<file path="src/rtl/des_trama_par_if.sv">
// Bus between the frame receiver and its environment.
// The serial side carries the bit stream and the sync level from the detector.
// The parallel side carries the decoded word, its status pulses and the statistics counters.
interface des_trama_par_if #(
    parameter int W     = 8,
    parameter int CNT_W = 8
);
    logic             s_in;
    logic             sync_ok;
    logic [W-1:0]     data_out;
    logic             data_vld;
    logic             par_err;
    logic             loss_sync;
    logic [CNT_W-1:0] word_cnt;
    logic [CNT_W-1:0] err_cnt;

    // The environment drives the serial side and observes the decoded side.
    modport master (
        output s_in, sync_ok,
        input  data_out, data_vld, par_err, loss_sync, word_cnt, err_cnt
    );

    // The receiver consumes the serial side and produces the decoded side.
    modport slave (
        input  s_in, sync_ok,
        output data_out, data_vld, par_err, loss_sync, word_cnt, err_cnt
    );
endinterface

</file>
<file path="src/rtl/des_trama_par.sv">
// Serial-to-parallel frame receiver placed after the sync-sequence detector.
// While sync is held, each word is W data bits sent MSB first, followed by one parity bit.
// Words arrive back to back with no gap between them.
// Each word is delivered with a one-cycle valid pulse and its parity is checked.
// ERR_MAX consecutive parity errors park the receiver in HOLD until the detector drops sync.
module des_trama_par #(
    parameter int W          = 8,
    parameter bit PARITY_ODD = 1'b0,
    parameter int ERR_MAX    = 3,
    parameter int CNT_W      = 8
) (
    input  logic           clk,
    input  logic           rst,
    des_trama_par_if.slave bus
);

    localparam int BCW = $clog2(W + 1);
    localparam int CW  = 4;

    typedef enum logic [3:0] {
        IDLE = 4'b0001,
        RECV = 4'b0010,
        PAR  = 4'b0100,
        HOLD = 4'b1000
    } state_t;

    state_t           state_q, state_d;
    logic [BCW-1:0]   bit_cnt_q, bit_cnt_d;
    logic [W-1:0]     shift_q, shift_d;
    logic [W-1:0]     data_q, data_d;
    logic             vld_q, vld_d;
    logic             perr_q, perr_d;
    logic             loss_q, loss_d;
    logic [CNT_W-1:0] word_q, word_d;
    logic [CNT_W-1:0] err_q, err_d;
    logic [CW-1:0]    consec_q, consec_d;
    logic             parityBad;
    logic [CW-1:0]    consecInc;

    // Next state and next values of all registered outputs, counters and datapath.
    always_comb begin
        state_d   = state_q;
        bit_cnt_d = bit_cnt_q;
        shift_d   = shift_q;
        data_d    = data_q;
        vld_d     = 1'b0;
        perr_d    = 1'b0;
        word_d    = word_q;
        err_d     = err_q;
        consec_d  = consec_q;
        parityBad = ((^shift_q) ^ bus.s_in) != PARITY_ODD;
        consecInc = consec_q + CW'(1);

        case (state_q)
            IDLE: begin
                if (bus.sync_ok) begin
                    state_d   = RECV;
                    bit_cnt_d = '0;
                end
            end
            RECV: begin
                if (!bus.sync_ok) begin
                    state_d   = IDLE;
                    bit_cnt_d = '0;
                    consec_d  = '0;
                end else begin
                    shift_d   = {shift_q[W-2:0], bus.s_in};
                    bit_cnt_d = bit_cnt_q + BCW'(1);
                    if (bit_cnt_q == BCW'(W - 1)) begin
                        state_d = PAR;
                    end
                end
            end
            PAR: begin
                if (!bus.sync_ok) begin
                    state_d   = IDLE;
                    bit_cnt_d = '0;
                    consec_d  = '0;
                end else begin
                    data_d    = shift_q;
                    vld_d     = 1'b1;
                    bit_cnt_d = '0;
                    state_d   = RECV;
                    if (word_q != {CNT_W{1'b1}}) begin
                        word_d = word_q + CNT_W'(1);
                    end
                    if (parityBad) begin
                        perr_d   = 1'b1;
                        consec_d = consecInc;
                        if (err_q != {CNT_W{1'b1}}) begin
                            err_d = err_q + CNT_W'(1);
                        end
                        if (consecInc == CW'(ERR_MAX)) begin
                            state_d = HOLD;
                        end
                    end else begin
                        consec_d = '0;
                    end
                end
            end
            HOLD: begin
                if (!bus.sync_ok) begin
                    state_d  = IDLE;
                    consec_d = '0;
                end
            end
            default: begin
                state_d   = IDLE;
                bit_cnt_d = '0;
                consec_d  = '0;
            end
        endcase

        loss_d = (state_d == HOLD);
    end

    // State and output registers with synchronous active-low reset.
    always_ff @(posedge clk) begin
        if (!rst) begin
            state_q   <= IDLE;
            bit_cnt_q <= '0;
            shift_q   <= '0;
            data_q    <= '0;
            vld_q     <= 1'b0;
            perr_q    <= 1'b0;
            loss_q    <= 1'b0;
            word_q    <= '0;
            err_q     <= '0;
            consec_q  <= '0;
        end else begin
            state_q   <= state_d;
            bit_cnt_q <= bit_cnt_d;
            shift_q   <= shift_d;
            data_q    <= data_d;
            vld_q     <= vld_d;
            perr_q    <= perr_d;
            loss_q    <= loss_d;
            word_q    <= word_d;
            err_q     <= err_d;
            consec_q  <= consec_d;
        end
    end

    assign bus.data_out  = data_q;
    assign bus.data_vld  = vld_q;
    assign bus.par_err   = perr_q;
    assign bus.loss_sync = loss_q;
    assign bus.word_cnt  = word_q;
    assign bus.err_cnt   = err_q;

endmodule

</file>
<file path="src/flat_wrapper.sv">
// flat-port wrapper written by rule: the top's interface ports become plain ports
module des_trama_par_flat 
#(
    parameter int W          = 8,
    parameter bit PARITY_ODD = 1'b0,
    parameter int ERR_MAX    = 3,
    parameter int CNT_W      = 8
)
  (clk, rst, bus_s_in, bus_sync_ok, bus_data_out, bus_data_vld, bus_par_err, bus_loss_sync, bus_word_cnt, bus_err_cnt);
  des_trama_par_if #(.W(W), .CNT_W(CNT_W)) bus_i ();
  input  logic clk;
  input  logic rst;
  input wire logic [$bits(bus_i.s_in)-1:0] bus_s_in;
  input wire logic [$bits(bus_i.sync_ok)-1:0] bus_sync_ok;
  output wire logic [$bits(bus_i.data_out)-1:0] bus_data_out;
  output wire logic [$bits(bus_i.data_vld)-1:0] bus_data_vld;
  output wire logic [$bits(bus_i.par_err)-1:0] bus_par_err;
  output wire logic [$bits(bus_i.loss_sync)-1:0] bus_loss_sync;
  output wire logic [$bits(bus_i.word_cnt)-1:0] bus_word_cnt;
  output wire logic [$bits(bus_i.err_cnt)-1:0] bus_err_cnt;
  assign bus_i.s_in = bus_s_in;
  assign bus_i.sync_ok = bus_sync_ok;
  assign bus_data_out = bus_i.data_out;
  assign bus_data_vld = bus_i.data_vld;
  assign bus_par_err = bus_i.par_err;
  assign bus_loss_sync = bus_i.loss_sync;
  assign bus_word_cnt = bus_i.word_cnt;
  assign bus_err_cnt = bus_i.err_cnt;
  des_trama_par #(.W(W), .PARITY_ODD(PARITY_ODD), .ERR_MAX(ERR_MAX), .CNT_W(CNT_W)) u_core (.clk(clk), .rst(rst), .bus(bus_i));
endmodule
</file>
<file path="config.mk">
export PLATFORM = sky130hd
export DESIGN_NAME = des_trama_par_flat
export DESIGN_NICKNAME = d
export VERILOG_FILES = /design/src/rtl/des_trama_par_if.sv /design/src/rtl/des_trama_par.sv /design/src/flat_wrapper.sv
export SDC_FILE = /design/constraint.sdc
export NUM_CORES = 1
export LEC_CHECK = 0
export ABC_AREA = 0
export BUFFER_PORTS_ARGS = -buffer_cell sky130_fd_sc_hd__buf_4
export CORE_UTILIZATION = 48
export CTS_BUF_LIST = sky130_fd_sc_hd__clkbuf_16
export CTS_CLUSTER_DIAMETER = 120
export DETAILED_ROUTE_END_ITERATION = 10
export PLACE_DENSITY = 0.73
export SYNTH_ARGS = -nofsm -noshare
export SYNTH_HDL_FRONTEND = slang
export SYNTH_SLANG_ARGS = --single-unit
</file>
<file path="constraint.sdc">
create_clock -name clk -period 2.7 [get_ports clk]
set_clock_uncertainty 0.05 [all_clocks]
set_input_delay 0.405 -clock clk [delete_from_list [all_inputs] [get_ports clk]]
set_output_delay 0.405 -clock clk [all_outputs]
set_load 0.02 [all_outputs]
</file>
### Yosys cells after proc, flatten, opt, wreduce, memory -nomap -nowiden

Index checks and enable logic that the tools add are counted.

* flip-flop bits (word level): 47
* bits of input ports: 4
* logic and storage cells: 55

* add/subtract/negate cells: 4
* eq/ne operators: 11
* muxes and demuxes: 17
* bitwise operators: 3
* reduce and logical (&&, ||, !) cells: 10

Operators by type and width (count)
* 2-to-1 mux 4 bit: 12
* case mux 4 bit (3 select lines): 2
* adder 8 x 1 -> 8 bit, second input constant: 2
* inequality test 8 bit, second input constant: 2
* case mux 4 bit (4 select lines): 1
* AND reduction 2 bit: 5
* adder 4 x 1 -> 4 bit, second input constant: 2
* == test 4 x 2 -> 1 bit, second input constant: 2
* == test 4 x 3 -> 1 bit, second input constant: 2
* == test 4 bit, second input constant: 2
* XOR reduction 8 bit: 1
* AND reduction 3 bit: 2
* == test 4 x 1 -> 1 bit, second input constant: 1
* inequality test 2 bit, second input constant: 2
* AND reduction 4 bit: 1
* 2-to-1 mux 1 bit: 2
* NOT 1 bit: 2
* OR reduction 2 bit: 1
* XOR 1 bit: 1

### Depth between registers and ports, before layout

Gate-level depths: netlist (run 1).

* depth after elaboration: 7
* mapped depth: 7
* depth with buffers taken out: 6

### Least setup slack after synthesis (run 1)

OpenSTA, ideal clock, no wires.

* path kind: flip-flop to flip-flop
* start: register u_core.err_q[0] (netlist: u_core.bus.err_cnt[0])
* end: register u_core.err_q[6] (netlist: u_core.bus.err_cnt[6])
* arrival: 1.918 ns
* required time: 2.535 ns
* path slack: 0.618 ns
* stages on the path, launching flop included: 8
* clock period less this slack: 2.082 ns
* cells stage by stage: dfxtp_1 ha_1 and3_2 a2111oi_4 mux2i_2 buf_6 o31a_1 o21a_1

* longest elaborated chain between the ends: 2
* elaborated cells between the ends (all ways): 3
* those cells by class: add/sub (1); eq/ne (1); reduce/logical (1)

Ends and longest elaborated chain
* start: declaration: line des_trama_par.sv:35 `logic [CNT_W-1:0] err_q, err_d;`
* start signal: assignment: line des_trama_par.sv:139 `err_q <= err_d;`
* parallel branches: the longest is 2 deep, another holds adder 8 x 1 -> 8 bit

Several ways; the timed one is not identified.
A chain may end at the register's enable or synchronous reset.

### Final worst setup path (run 1)

* start: register u_core.shift_q[5]
* end: register u_core.err_q[5] (netlist: u_core.bus.err_cnt[5])

* longest elaborated chain between the ends: 3

Ends and longest elaborated chain
* start: declaration: line des_trama_par.sv:29 `logic [W-1:0] shift_q, shift_d;`
* start signal: assignment: line des_trama_par.sv:133 `shift_q <= shift_d;`
* XOR reduction 8 bit: line des_trama_par.sv:51 `parityBad = ((^shift_q) ^ bus.s_in) != PARITY_ODD;`
* XOR 1 bit: line des_trama_par.sv:51
* AND reduction 4 bit (no line)

Every way passes these cells.

==> results of run 1 <==
sequential cells by signal, indices dropped and copies added (netlist names):
| register | cells |
|---|---|
| u_core.bit_cnt_q | 4 |
| u_core.bus.data_out | 8 |
| u_core.bus.data_vld | 1 |
| u_core.bus.err_cnt | 8 |
| u_core.bus.loss_sync | 1 |
| u_core.bus.par_err | 1 |
| u_core.bus.word_cnt | 8 |
| u_core.consec_q | 4 |
| u_core.shift_q | 8 |
| u_core.state_q | 4 |
worst reg2reg max path, delay by kind of cell (launching register included):
kind	cells	cell delay [ns]
xor gates and xnor gates	1	0.53
DFF	1	0.38
and+or+nand+nor	1	0.39
muxes	1	0.24
AOI/OAI and AO/OA	2	0.50
stage by stage:
stage	std cells	instance area (um2)	utilization	total power, W
final	332	2577	0.5920	0.001329
after global routing	332	2577	0.5920	0.001374
after CTS	332	2577	0.5920	0.001342
after detailed placement	324	2440	0.5603	0.0007670
after global placement	324	2440	0.5603	0.0007667
after floorplan	249	2168	-	0.0007492
metal layers:
layer  share of wire  track usage
met1            0.47       0.2605
met2            0.48       0.3031
met3           0.037      0.03779
met4           0.015      0.08844
met5               0            0
power groups by stage:
stage	registers (W)	logic [W]	clock network, W
floorplan	0.000712	0.0000371	0
global placement	0.000716	0.0000503	0
detailed placement	0.000716	0.0000507	0
CTS	0.000701	0.0000507	0.000590
global route	0.000701	0.0000559	0.000617
finish	0.000701	0.0000508	0.000577
final timing paths:
check,start,end,slack [ns],cells past startpoint
worst max register to register,u_core.shift_q[5]$_SDFFE_PN0P_,u_core.bus.err_cnt[5]$_SDFFE_PN0P_,0.54,5
worst max-delay path,u_core.shift_q[5]$_SDFFE_PN0P_,u_core.bus.err_cnt[5]$_SDFFE_PN0P_,0.54,5
worst min register to register,u_core.bit_cnt_q[3]$_SDFFE_PN0P_,u_core.bit_cnt_q[3]$_SDFFE_PN0P_,0.40,1
worst min-delay path,bus_sync_ok,u_core.state_q[0]$_SDFF_PN1_,0.26,2
cell type report:
class | count | area share
clock buffers | 5 | 0.04854
clock inverters | 3 | 0.004854
inverters | 8 | 0.01165
multi-input cells | 183 | 0.4456
flip-flops and latches | 47 | 0.3650
well taps | 52 | 0.02524
repair buffers | 34 | 0.09903
placed cells by master, fill, tap and decap left out, types with 5 or more instances in the layout:
cell,count
mux2i_1,10
nand3_1,13
xor2_1,5
o21ai_0,13
dfxtp_1,47
nand2_1,25
buf_4,34
xnor2_1,9
ha_1,5
clkbuf_16,5
or3_1,8
nor2_1,32
a21oi_1,21
inv_1,10
cells by family after synthesis:
logic type,after synthesis,synth area share
flops,47,0.4339
buf+inv,19,0.03636
simple gates,102,0.2274
mux,11,0.05251
fa+ha+maj,5,0.02885
compound gates,49,0.1425
xor+xnor,16,0.07848
==> impl_metrics.ini, run 1 <==
[power]
internal-power_w = 0.001051
switching_share = 0.2093
seqPwrFrac = 0.528
power_density_nw_per_um2 = 515.7
ir_worst_vdd_mv = 0.3959
p_clk_frac = 0.434
p_leak_nw = 1.035
p_sw_w = 0.0002781
combPwrFrac = 0.038

[synthesis]
netlist_instances = 249
synth-seq-area-share = 0.4339
ys.flop_type = dfxtp_1
netlist_area_um2 = 2168
yosysMostFrequentCell = dfxtp_1
netlist.top_cell.by_area = dfxtp_1
synth_top_cell_area_share = 0.4339
synth_area_leaders = dfxtp_1 (43%), nor2_1 (5.5%), a21oi_1 (4.8%)
ys_ff_latch = 47
synth_fp_nets = 258
synth_cell_types = 40
yosys_warnings = 0
ys_top_cells_by_count = dfxtp_1 (47), nor2_1 (32), nand2_1 (25)
post_synth.cell_area_avg_um2 = 8.708
synthArstFlopShare = 0
synth-edff-count = 0

[setup_path]
path_cells = xor3_2, a2111oi_4, mux2i_2, or3_1, a21oi_1
start_kind = flip-flop
cp_max_fo = 14
cp-end-kind = flip-flop
critPathRequiredTime_ns = 2.86
cp.arrival_ns = 2.32
cp_top_family = XOR/XNOR gates
critPathKind = reg -> reg
cp_num_buf_inv = 0
crit_slowest_cell = xor3_2
slowest_delay_ns = 0.53

[timing]
finalSetupTns_ns = 0
fin_crit_ns = 2.162
slew_violations = 0
finalHoldViolations = 0
fin_hold_ws_ns = 0.2603
fin_ws_ns = 0.5378
setup_viol = 0
worstMarginPinSlew_ns = 0.8173
slew-limit-headroom = 0.4527
clock.fmax_mhz = 462.5
rsz0062_at_grt = no
period_share = 0.8008

[clocking]
cts_buffers = 5
clockBufferDepth = 2
cts_tree = built
cts_hold_buf = 0
ctsHtreeMaxLevel = 2
root_buffer = clkbuf_16
clock-sinks = 47
clk_latency_ns = 0.28
cts_setup_buffers = 0
clk_pin_slew_ns = 0.06
cts_resized = 0

[die]
die_area_um2 = 4790
die_w_um = 69.21
row_count = 24
fp.coreArea_um2 = 4354
io_pins = 31
initial_core_util = 0.4980
dieHeight_um = 69.21

[detailed_routing]
dr.first_iter.drc_count = 144
avgRoutedWirePerCell_um = 13.13
drt-total-wl_um = 4360
drt_first_pass_iters = 4
viasPerCell = 5.443
postRouteAntennaNets = 0
vias = 1807
drc = 0

[grt]
grt_pass1_wl_um = 7445
overflow = 0
antenna_found_initial = 0
grt_usage = 0.1943
grt_pass1_vias = 1594
grt_max_degree = 39

[cells_and_area]
syn_to_final_growth_pct = 18.87
fin_nets = 288
multi_input_area_um2 = 1149
layout-drive-gt1-share = 0.1607
nFillCells = 401
antenna_cells = 0
seq_area_um2 = 940.9

[placement]
gp_congestion = 0.7970
portBuffers = 30
dp_hpwl_um = 2959
dp_slack_ns = 0.5304

[status]
status = finished clean

[job]
drv_cap = 0

[hold_path]
hold_path_class = in -> reg
(Power assumes the default switching activity.)
==> run 2, diff against run 1 <==
Settings changed: ABC_AREA 0 to 1, PLACE_DENSITY 0.73 to 0.75.
Clock period 2.7 ns to 1.91 ns, I/O delays scaled along.
==> run 2 against run 1 <==
  * Register-to-register slack lost 0.31 ns
  * Total power rose by 44%
  * Die area up 5.0%
  * Routed wire length rose by 3.6%
  * Area after synthesis grew 5.1%
  * First-iteration DRC count rose by 13%
==> impl_metrics.ini, run 2 <==
[timing]
finalHoldViolations = 0
clock.fmax_mhz = 595.7
rsz0062_at_grt = no
worstMarginPinSlew_ns = 0.3331
slew-limit-headroom = 0.7779
slew_violations = 0
fin_crit_ns = 1.679
period_share = 0.8789
setup_viol = 0
finalSetupTns_ns = 0

[synthesis]
netlist.top_cell.by_area = dfxtp_1
synth_area_leaders = dfxtp_1 (41%), nand2_1 (13%), a21oi_1 (8.6%)
ys_top_cells_by_count = nand2_1 (76), dfxtp_1 (47), a21oi_1 (39)
synthArstFlopShare = 0
netlist_instances = 308
synth_top_cell_area_share = 0.4127
yosys_warnings = 0
yosysMostFrequentCell = nand2_1
ys.flop_type = dfxtp_1
synth_fp_nets = 317
netlist_area_um2 = 2280
synth-seq-area-share = 0.4127
synth-edff-count = 0
post_synth.cell_area_avg_um2 = 7.402
ys_ff_latch = 47
synth_cell_types = 32

[setup_path]
cp_num_buf_inv = 1
rr_worst_depth = 7
cp.arrival_ns = 1.84
cp_max_fo = 12
r2r-start = u_core.bus.word_cnt[0]$_SDFFE_PN0P_
slowest_delay_ns = 0.40
crit_slowest_cell = dfxtp_1
rrSetupSlack_ns = 0.23
critPathKind = reg -> reg
start_kind = flip-flop
reg2reg_to = u_core.bus.word_cnt[6]$_SDFFE_PN0P_
cp_top_family = flip-flops
critPathRequiredTime_ns = 2.07
cp-end-kind = flip-flop
path_cells = ha_1, nand3_1, nor2_1, a31oi_4, inv_1, nand2_1, a21oi_1

[cells_and_area]
layout-drive-gt1-share = 0.1818
nFillCells = 412
seq_area_um2 = 940.9
final_area_um2 = 2681
layout_common_cells = nand2_1 (76), dfxtp_1 (47), a21oi_1 (39), buf_4 (34), inv_1 (25)
fin_nets = 349
multi_input_area_um2 = 1164
antenna_cells = 0
final_common_cell = nand2_1
syn_to_final_growth_pct = 17.62

[clocking]
root_buffer = clkbuf_16
cts_buffers = 5
clockBufferDepth = 2
ctsHtreeMaxLevel = 2
clock-sinks = 47
cts_tree = built
cts_setup_buffers = 0
clk_pin_slew_ns = 0.06
cts_hold_buf = 0
clk_latency_ns = 0.29
cts_resized = 0

[grt]
grt_pass1_wl_um = 8204
antenna_found_initial = 0
grt_usage = 0.2066
grt_pass1_vias = 1873
grt_max_degree = 26
overflow = 0

[detailed_routing]
drt-total-wl_um = 4519
viasPerCell = 5.104
vias = 2006
drc = 0
postRouteAntennaNets = 0
dr.first_iter.drc_count = 162
avgRoutedWirePerCell_um = 11.50
drt_first_pass_iters = 6

[power]
power_density_nw_per_um2 = 713.7
ir_worst_vdd_mv = 0.4944
p_leak_nw = 1.152

[die]
die_w_um = 70.92
die_area_um2 = 5029
initial_core_util = 0.5130
fp.coreArea_um2 = 4444
io_pins = 31
dieHeight_um = 70.92
row_count = 24

[placement]
gp_congestion = 0.8447
dp_hpwl_um = 3160
portBuffers = 30
placed_area_um2 = 2545

[hold_path]
worstHoldStart = bus_sync_ok
holdPathStages = 2
hold_path_class = in -> reg
min_to = u_core.state_q[0]$_SDFF_PN1_

[job]
drv_cap = 0

[status]
status = finished clean
run 2: changes by cell type after synthesis, sizes merged, moves of 5 or more:
cell and delta:
o21ai +9, inv +23, clkbuf -7, nand2 +56
nand3 +13, mux2i -11, a21oi +19, buf +5
xnor2 -6, nor3 +6, nor2 -16, or3 -8
run 2: layer usage:
| layer | routed length (um) | share of wire | GRT usage | vias up |
|---|---|---|---|---|
| met5 | 0 | 0 | 0 | - |
| li1 | - | - | - | 1071 |
| met4 | 87 | 0.019 | 0.09333 | 0 |
| met1 | 2134 | 0.47 | 0.2574 | 899 |
| met2 | 2151 | 0.48 | 0.3472 | 28 |
| met3 | 145 | 0.032 | 0.03989 | 8 |
run 2: worst max path at each step:
stage	from	to	slack (ns)	depth (start not counted)
after floorplan	u_core.bus.word_cnt[0]$_SDFFE_PN0P_	u_core.bus.word_cnt[1]$_SDFFE_PN0P_	0.26	7
after global placement	u_core.bus.err_cnt[0]$_SDFFE_PN0P_	u_core.bus.err_cnt[6]$_SDFFE_PN0P_	0.29	7
after detailed placement	u_core.bus.word_cnt[0]$_SDFFE_PN0P_	u_core.bus.word_cnt[6]$_SDFFE_PN0P_	0.25	7
after CTS	u_core.bus.word_cnt[0]$_SDFFE_PN0P_	u_core.bus.word_cnt[6]$_SDFFE_PN0P_	0.23	7
after global routing	u_core.bus.word_cnt[0]$_SDFFE_PN0P_	u_core.bus.word_cnt[6]$_SDFFE_PN0P_	0.08	7
final	u_core.bus.word_cnt[0]$_SDFFE_PN0P_	u_core.bus.word_cnt[6]$_SDFFE_PN0P_	0.23	7
run 2: cells by family after synthesis:
kind of cell,Yosys count,synth area share
buf+inv,41,0.07684
flops,47,0.4127
simple gates,138,0.2761
fa+ha+maj,5,0.02744
compound gates,65,0.1608
xor+xnor,12,0.04611
run 2: where the power goes:
part	switching, W	total (W)	leakage (nW)	internal (W)
clock network	0.000347	0.000818	0.0701	0.000471
logic	0.0000721	0.000103	0.703	0.0000313
registers	0.00000536	0.000992	0.379	0.000987
total	0.000424	0.00191	1.15	0.00149
run 2: area by class of cell:
class	instances	share of cell area
Multi-Input combinational cell	220	0.4340
Sequential cell	47	0.3509
Timing Repair Buffer	34	0.09519
Clock buffer	5	0.04666
Inverter	32	0.04480
Tap cell	52	0.02427
Clock inverter	3	0.004200
run 2: stage by stage:
stage	util	hold WS [ns]	cells	setup WS, ns	total power (W)
floorplan	-	0.3402	308	0.2639	0.001095
global placement	0.5726	0.4231	385	0.2858	0.001115
detailed placement	0.5726	0.4305	385	0.2475	0.001117
CTS	0.6033	0.2313	393	0.2287	0.001937
global route	0.6033	0.2379	393	0.08353	0.001992
finish	0.6033	0.2313	393	0.2313	0.001914
